===== src/rtl/ram64_arbiter.sv =====
// Round-robin arbiter sharing one 64x16 RAM64 between clients A and B.
// After reset an optional clear pass zero-fills every word before requests are served.
module ram64_arbiter #(
    parameter bit CLEAR_ON_RESET = 1'b1
) (
    input  logic        clk,
    input  logic        rst_n,
    input  logic        a_req,
    input  logic        a_we,
    input  logic [5:0]  a_addr,
    input  logic [15:0] a_wdata,
    output logic        a_gnt,
    output logic        a_rvalid,
    output logic [15:0] a_rdata,
    input  logic        b_req,
    input  logic        b_we,
    input  logic [5:0]  b_addr,
    input  logic [15:0] b_wdata,
    output logic        b_gnt,
    output logic        b_rvalid,
    output logic [15:0] b_rdata,
    output logic [15:0] ram_in,
    output logic        ram_load,
    output logic [5:0]  ram_address,
    input  logic [15:0] ram_out,
    output logic        busy
);

    typedef enum logic {ST_CLEAR = 1'b0, ST_SERVE = 1'b1} state_t;

    localparam state_t RESET_STATE = CLEAR_ON_RESET ? ST_CLEAR : ST_SERVE;

    state_t      state_q, state_d;
    logic [5:0]  cnt_q, cnt_d;
    logic        last_q, last_d;      // 1'b1 = B was granted last
    logic        a_rvalid_q, a_rvalid_d;
    logic        b_rvalid_q, b_rvalid_d;
    logic [15:0] a_rdata_q, a_rdata_d;
    logic [15:0] b_rdata_q, b_rdata_d;
    logic        a_gnt_s, b_gnt_s;

    // Grant selection; gated by rst_n so no grant is ever visible during reset
    always_comb begin
        a_gnt_s = 1'b0;
        b_gnt_s = 1'b0;
        if (rst_n && (state_q == ST_SERVE)) begin
            if (a_req && b_req) begin
                if (last_q) begin
                    a_gnt_s = 1'b1;
                end else begin
                    b_gnt_s = 1'b1;
                end
            end else begin
                a_gnt_s = a_req;
                b_gnt_s = b_req;
            end
        end else begin
            a_gnt_s = 1'b0;
            b_gnt_s = 1'b0;
        end
    end

    // RAM port drive; load is masked by rst_n so reset never writes the array
    always_comb begin
        ram_in      = 16'h0000;
        ram_load    = 1'b0;
        ram_address = 6'd0;
        if (state_q == ST_CLEAR) begin
            ram_load    = rst_n;
            ram_address = cnt_q;
        end else if (a_gnt_s) begin
            ram_load    = a_we;
            ram_address = a_addr;
            ram_in      = a_we ? a_wdata : 16'h0000;
        end else if (b_gnt_s) begin
            ram_load    = b_we;
            ram_address = b_addr;
            ram_in      = b_we ? b_wdata : 16'h0000;
        end else begin
            ram_in      = 16'h0000;
        end
    end

    // Next-state: clear counter, round-robin pointer and read-return registers
    always_comb begin
        state_d    = state_q;
        cnt_d      = cnt_q;
        last_d     = last_q;
        a_rvalid_d = 1'b0;
        b_rvalid_d = 1'b0;
        a_rdata_d  = a_rdata_q;
        b_rdata_d  = b_rdata_q;
        case (state_q)
            ST_CLEAR: begin
                if (cnt_q == 6'd63) begin
                    state_d = ST_SERVE;
                end else begin
                    cnt_d = cnt_q + 6'd1;
                end
            end
            ST_SERVE: begin
                if (a_gnt_s) begin
                    last_d = 1'b0;
                    if (!a_we) begin
                        a_rvalid_d = 1'b1;
                        a_rdata_d  = ram_out;
                    end else begin
                        a_rvalid_d = 1'b0;
                    end
                end else if (b_gnt_s) begin
                    last_d = 1'b1;
                    if (!b_we) begin
                        b_rvalid_d = 1'b1;
                        b_rdata_d  = ram_out;
                    end else begin
                        b_rvalid_d = 1'b0;
                    end
                end else begin
                    last_d = last_q;
                end
            end
            default: begin
                state_d = RESET_STATE;
                cnt_d   = 6'd0;
            end
        endcase
    end

    // State registers
    always_ff @(posedge clk or negedge rst_n) begin
        if (!rst_n) begin
            state_q    <= RESET_STATE;
            cnt_q      <= 6'd0;
            last_q     <= 1'b1;
            a_rvalid_q <= 1'b0;
            b_rvalid_q <= 1'b0;
            a_rdata_q  <= 16'h0000;
            b_rdata_q  <= 16'h0000;
        end else begin
            state_q    <= state_d;
            cnt_q      <= cnt_d;
            last_q     <= last_d;
            a_rvalid_q <= a_rvalid_d;
            b_rvalid_q <= b_rvalid_d;
            a_rdata_q  <= a_rdata_d;
            b_rdata_q  <= b_rdata_d;
        end
    end

    assign a_gnt    = a_gnt_s;
    assign b_gnt    = b_gnt_s;
    assign a_rvalid = a_rvalid_q;
    assign b_rvalid = b_rvalid_q;
    assign a_rdata  = a_rdata_q;
    assign b_rdata  = b_rdata_q;
    assign busy     = (state_q == ST_CLEAR);

endmodule


===== config.mk =====
export PLATFORM = sky130hd
export DESIGN_NAME = ram64_arbiter
export DESIGN_NICKNAME = d
export VERILOG_FILES = /design/src/rtl/ram64_arbiter.sv
export SDC_FILE = /design/constraint.sdc
export NUM_CORES = 1
export LEC_CHECK = 0
export CELL_PAD_IN_SITES_DETAIL_PLACEMENT = 0
export CELL_PAD_IN_SITES_GLOBAL_PLACEMENT = 2
export CORE_MARGIN = 2
export CORE_UTILIZATION = 24
export CTS_BUF_LIST = sky130_fd_sc_hd__clkbuf_8
export CTS_CLUSTER_SIZE = 8
export DETAILED_ROUTE_END_ITERATION = 12
export PLACE_DENSITY = 0.95
export SETUP_SLACK_MARGIN = 0.1
export SYNTH_ARGS = -nofsm -noshare
export SYNTH_HDL_FRONTEND = slang
export SYNTH_SLANG_ARGS = --single-unit

===== constraint.sdc =====
create_clock -name clk -period 3.9 [get_ports clk]
set_clock_uncertainty 0.1 [all_clocks]
set_input_delay 0.78 -clock clk [delete_from_list [all_inputs] [get_ports clk]]
set_output_delay 0.78 -clock clk [all_outputs]
set_load 0.02 [all_outputs]

==> flow_summary.toml, run 1 <==
[status]
outcome = "finished, final reports clean"

[pwr]
power_frac_comb_pct = 10.5
clkPwrFrac_pct = 35.7
leakagePower_uw = 0.00147
share_seq_of_total_power_pct = 53.8
power.internal_uw = 638
max-vdd-ir-drop_mv = 0.151
pwr_density_cell_nw_per_um2 = 236
netsw_uw = 171
p_sw_share_pct = 21.1

[detailed_routing]
route.detailed.wl_per_inst_um = 14.6
post-route-drc-count = 0
routed_wl_um = 5510
post_drt_via_cell_ratio = 4.47
wl_met2_um = 2590
vias = 1688
met3_wirelength_um = 667
drt_first_iter_violations = 18
drt.antenna.violating_nets = 0
wirelength_met1_um = 2240
drt_pre_antenna_iters = 4
top_layer_used = "met4"

[min_path]
min_from = "b_rdata[11]$_DFFE_PN0P_"
min_path_type = "flop to flop"
timing.hold.worst_endpoint = "b_rdata[11]$_DFFE_PN0P_"
hold_path_depth = 1

[cts]
cts-root-buf = "clkbuf_8"
cts_tree = "done"
cts_sinks = 42
cts_htree_levels = 2
post_cts.resized_instances = 0
cts_clock_pin_slew_for_the_worst_setup_and_hold_paths_ps = 80
total_cts_buffers = 5
clock_insertion_delay_worst_skew_ps = 280
cts_hold_repair.buffers = 0
max-clock-path-buffers = 2
postCtsSetupRepairBufs = 0

[sta]
worst_pin_slew_ps = 570
achievable-frequency_mhz = 275
finalHoldWorstSlack_ps = 410
finalSetupTns_ps = 0
worst_slew_margin_rel_pct = 62.0
final_hold_viol_count = 0
final_max_slew_viol_count = 0
timing.final.setup_violations = 0
postLayoutSetupSlackWorst_ps = 262
post-route-min-period_ps = 3640
rsz0062_at_grt = "false"
finalCritPeriodShare_pct = 93.3

[layout]
final_standard_cell_area_without_fillers_um2 = 3430
area.growth.synth_to_final_pct = 74.8
fin_nets = 342
n_antenna_cell = 0
final_core_util_pct = 44.0
most-common-layout-cells = "clkdlybuf4s50_1 (124), dfrtp_1 (41), mux2_2 (33)"
final_layout_size_suffix_gt1_share_pct = 19.9
mostFrequentLayoutCell = "clkdlybuf4s50_1"

[die]
i_o_pin_count = 126
chipHeight_um = 94.4
start_util_pct = 25.1
num_rows = 32
design.core.area_um2 = 7810
fp.dieW_um = 94.4
design.die.area_um2 = 8920

[logic_synthesis]
synth.lib_cells_used.distinct = 32
synthArstFlopShare_pct = 100
synth.ff_latch_count = 42
syn-mean-instance-area_um2 = 13.5
synth.cell_area_um2 = 1960
synth.yosys.seq_area_share_pct = 53.6
dominantRegCellSynth = "dfrtp_1"
synth-warning-count = 0
cells_after_synth = 145
syn_nets = 212
synth_enable_flop_cells = 0

[critical_path]
r2r.worst_path.cells = 4
worstSetupStartpointType = "primary input"
cp.arrival_ps = 2760
worst-path-max-fanout = 16
reg2reg_slack_ps = 1910
worst_r2r_startpoint = "state_q$_DFF_PN0_"
timing.setup.critical_path_class = "primary input to output pin"
worstSetupEndpointType = "output pin"
regToRegEndpoint = "a_rdata[12]$_DFFE_PN0P_"
endpoint_required_time_on_the_critical_path_ps = 3020

[global_route]
grt_start_max_net_pins = 46
first_global_vias = 1795
grt_usage_pct = 12.3
grt_pass1_wl_um = 8650
grt_remaining_overflow = 0
grt_antenna_before_repair = 0

[job]
cap_viol_max_count = 0

[placed_design]
post_dp_cell_area_um2 = 3340
hpwl_um = 4080
pre_cts_ws_ps = 254
place.gp.congestion = 0.702
io_buffers = 125
==> final cells by class <==
cell class	count	area, µm²
clock buffer	6	82.6
clock inverter	2	12.5
fill	764	4380
inverter	3	11.3
multi-input combinational	93	862
sequential	42	1050
tap	102	128
timing repair buffer	130	1280
==> Yosys cell counts, types with 2 or more instances <==
library cell   n  area, µm²
mux2_2        33        372
nand2_1        2       7.51
dfrtp_1       41       1030
nor2_1         2       7.51
buf_6          2       22.5
inv_1          3       11.3
clkbuf_1       3       11.3
a31oi_1        4       25.0
nor3_2         2       20.0
buf_2          2       10.0
a221o_1        6       60.1
nor2b_1        9       56.3
a22o_1        16        140
nand3_1        2       10.0
==> power by group through the flow <==
stage	registers, µW	clock network, µW	logic [µW]
after floorplan	444	0	5.42
after global placement	444	0	84.8
after detailed placement	444	0	85.6
after CTS	435	308	86.2
after global routing	435	329	91.3
final	435	289	84.9
==> per-layer routing <==
metal	track usage [%]	vias to the layer above
met5	0	-
met4	2.17	0
met3	5.83	2
met2	21.1	81
met1	14.2	798
li1	-	807
==> how the worst max path moves through the flow <==
stage	start	end	slack [ps]	depth (start not counted)
global placement	b_req	ram_in[6]	290	6
detailed placement	b_req	ram_in[6]	250	6
global route	b_req	ram_in[1]	120	6
finish	b_req	ram_in[6]	260	6
CTS	b_req	ram_in[6]	250	6
floorplan	b_req	ram_in[10]	1110	4
==> flip-flops by register name (all words and copies together), names as in the netlist <==
register / count
a_rdata: 16
a_rvalid: 1
b_rdata: 16
b_rvalid: 1
cnt_q: 6
last_q: 1
state_q: 1
==> cells by family (layout without fill, tap and decap cells) <==
logic type,count (synthesis),count (layout),share of synthesized area (%)
AO/OA/AOI/OAI,33,33,14.2
XOR/XNOR,1,1,0.446
adder cells (fa/ha/maj),1,1,0.637
buffers and inverters,10,141,2.80
flip-flops,42,42,53.6
multiplexers,33,33,18.9
AND/OR/NAND/NOR,25,25,9.37
==> worst max-delay path, cell delays in order <==
cell	delay, ps
clkdlybuf4s50_1	420
nor2b_1	210
nor4bb_2	310
buf_4	260
a22o_1	150
clkdlybuf4s50_1	620
==> per-stage QoR <==
stage,power (µW),cells
2_1_floorplan,449,145
3_5_place_dp,529,370
4_1_cts,829,378
5_1_grt,855,378
3_3_place_gp,529,370
6_report,809,378
Note: power is estimated with default switching activity, not from simulation.
==> run 2: changes to the inputs <==
- CELL_PAD_IN_SITES_DETAIL_PLACEMENT: 0 -> not set
- CELL_PAD_IN_SITES_GLOBAL_PLACEMENT: 2 -> not set
- CORE_UTILIZATION: 24 -> 40
- SLEW_MARGIN: not set -> 20
==> flow_summary.toml, run 2 (synthesis gave the netlist of run 1 again) <==
[cts]
cts_sinks = 42
total_cts_buffers = 5
cts_clock_pin_slew_for_the_worst_setup_and_hold_paths_ps = 70
clock_insertion_delay_worst_skew_ps = 280
cts_tree = "done"
post_cts.resized_instances = 0
postCtsSetupRepairBufs = 0
cts-root-buf = "clkbuf_8"
cts_htree_levels = 2
cts_hold_repair.buffers = 0
max-clock-path-buffers = 2

[layout]
mostFrequentLayoutCell = "clkdlybuf4s50_1"
layoutNonFillerInstCount = 342
fin_nets = 342
area.growth.synth_to_final_pct = 71.8
most-common-layout-cells = "clkdlybuf4s50_1 (124), dfrtp_1 (41), mux2_2 (33)"
n_antenna_cell = 0
ff_latch_area_um2 = 1050
fillers = 349
multiInputGateArea_um2 = 862
final_layout_size_suffix_gt1_share_pct = 19.3

[sta]
finalSetupTns_ps = 0
achievable-frequency_mhz = 271
final_max_slew_viol_count = 0
post-route-min-period_ps = 3690
timing.final.setup_violations = 0
final_hold_viol_count = 0
worst_pin_slew_ps = 548
finalCritPeriodShare_pct = 94.5
rsz0062_at_grt = "false"
worst_slew_margin_rel_pct = 63.5
postLayoutSetupSlackWorst_ps = 215

[global_route]
grt_remaining_overflow = 0
first_global_vias = 1744
grt_start_max_net_pins = 46
grt_antenna_before_repair = 0
grt_usage_pct = 19.6
grt_pass1_wl_um = 8320

[critical_path]
slowest_delay_ps = 610
worstSetupEndpointType = "output pin"
critical-path-top-delay-family = "buffers and inverters"
crit_path_cell_trace = "clkdlybuf4s50_1, nor2b_1, nor4bb_2, buf_4, a22o_1, clkdlybuf4s50_1"
worst_path_buf_inv = 3
endpoint_required_time_on_the_critical_path_ps = 3020
cp.arrival_ps = 2810
cpMaxStageDelayCell = "clkdlybuf4s50_1"
worstSetupStartpointType = "primary input"
cell_repeated_most_along_the_worst_path = "clkdlybuf4s50_1"
timing.setup.critical_path_class = "primary input to output pin"
worst-path-max-fanout = 16

[die]
start_util_pct = 41.6
chipHeight_um = 74.1
num_rows = 25
design.core.area_um2 = 4720
i_o_pin_count = 126
fp.dieW_um = 74.1
design.die.area_um2 = 5480

[detailed_routing]
wl_met2_um = 2820
routed_wl_um = 5480
post-route-drc-count = 0
met3_wirelength_um = 573
post_drt_via_cell_ratio = 5.04
route.detailed.wl_per_inst_um = 16.0
wirelength_met1_um = 2040
drt_first_iter_violations = 99
vias = 1724
drt.antenna.violating_nets = 0
top_layer_used = "met4"
drt_pre_antenna_iters = 4

[placed_design]
hpwl_um = 4160
dp.cells = 335
place.gp.congestion = 0.703
io_buffers = 125
pre_cts_ws_ps = 245

[status]
outcome = "finished, final reports clean"

[min_path]
min_path_type = "flop to flop"

[job]
cap_viol_max_count = 0

[pwr]
pwr_density_cell_nw_per_um2 = 231
leakagePower_uw = 0.00146
max-vdd-ir-drop_mv = 0.222
==> run 2: worst paths after layout <==
path / from / slack, ps / end / cells after the start
setup / recovery: b_req / 210 / ram_in[9] / 6
hold / removal: b_rdata[10]$_DFFE_PN0P_ / 410 / b_rdata[10]$_DFFE_PN0P_ / 1
setup reg to reg: state_q$_DFF_PN0_ / 1910 / a_rdata[13]$_DFFE_PN0P_ / 4
hold reg to reg: b_rdata[10]$_DFFE_PN0P_ / 410 / b_rdata[10]$_DFFE_PN0P_ / 1
max in group asynchronous: rst_n / 2820 / a_rvalid$_DFF_PN0_ / 2
min in group asynchronous: rst_n / 500 / cnt_q[0]$_DFFE_PN0P_ / 2
==> run 2: final cells by class <==
cell class	count	area share (%)
clock inverter	2	0.334
timing repair buffer	130	38.1
multi-input combinational	93	25.6
inverter	3	0.334
sequential	42	31.2
clock buffer	5	2.04
tap	67	2.49
==> run 2: worst register-to-register path: cells and delay by family (launching register included) <==
| family | cells | cell delay, ps |
|---|---|---|
| DFF | 1 | 590 |
| and+or+nand+nor | 2 | 510 |
| muxes | 1 | 380 |
| buffers and inverters | 1 | 290 |
==> run 2: metal layers <==
layer	track usage, %	up-vias
met5	0	-
met4	4.85	0
met3	7.05	9
met2	34.2	86
met1	23.1	825
li1	-	804
==> run 2: power by group <==
group	leakage [µW]	switching (µW)	internal, µW	total (µW)
logic	0.000852	24.8	60.6	85.3
clock network	0.0000414	138	120	258
registers	0.000569	0	435	435
==> run 2: per-stage QoR <==
stage | hold WS [ps] | power, µW | util, % | area [µm²]
global placement | 389 | 528 | 69.7 | 3290
global route | 426 | 809 | 71.4 | 3370
finish | 412 | 778 | 71.4 | 3370
detailed placement | 395 | 530 | 69.7 | 3290
CTS | 417 | 788 | 71.4 | 3370
floorplan | 375 | 449 | - | 1960
==> run 3: changes to the inputs <==
- ABC_AREA: not set -> 0
==> results of run 3 <==
Same layout as run 2: the final DEF is identical, and so are final timing and power.
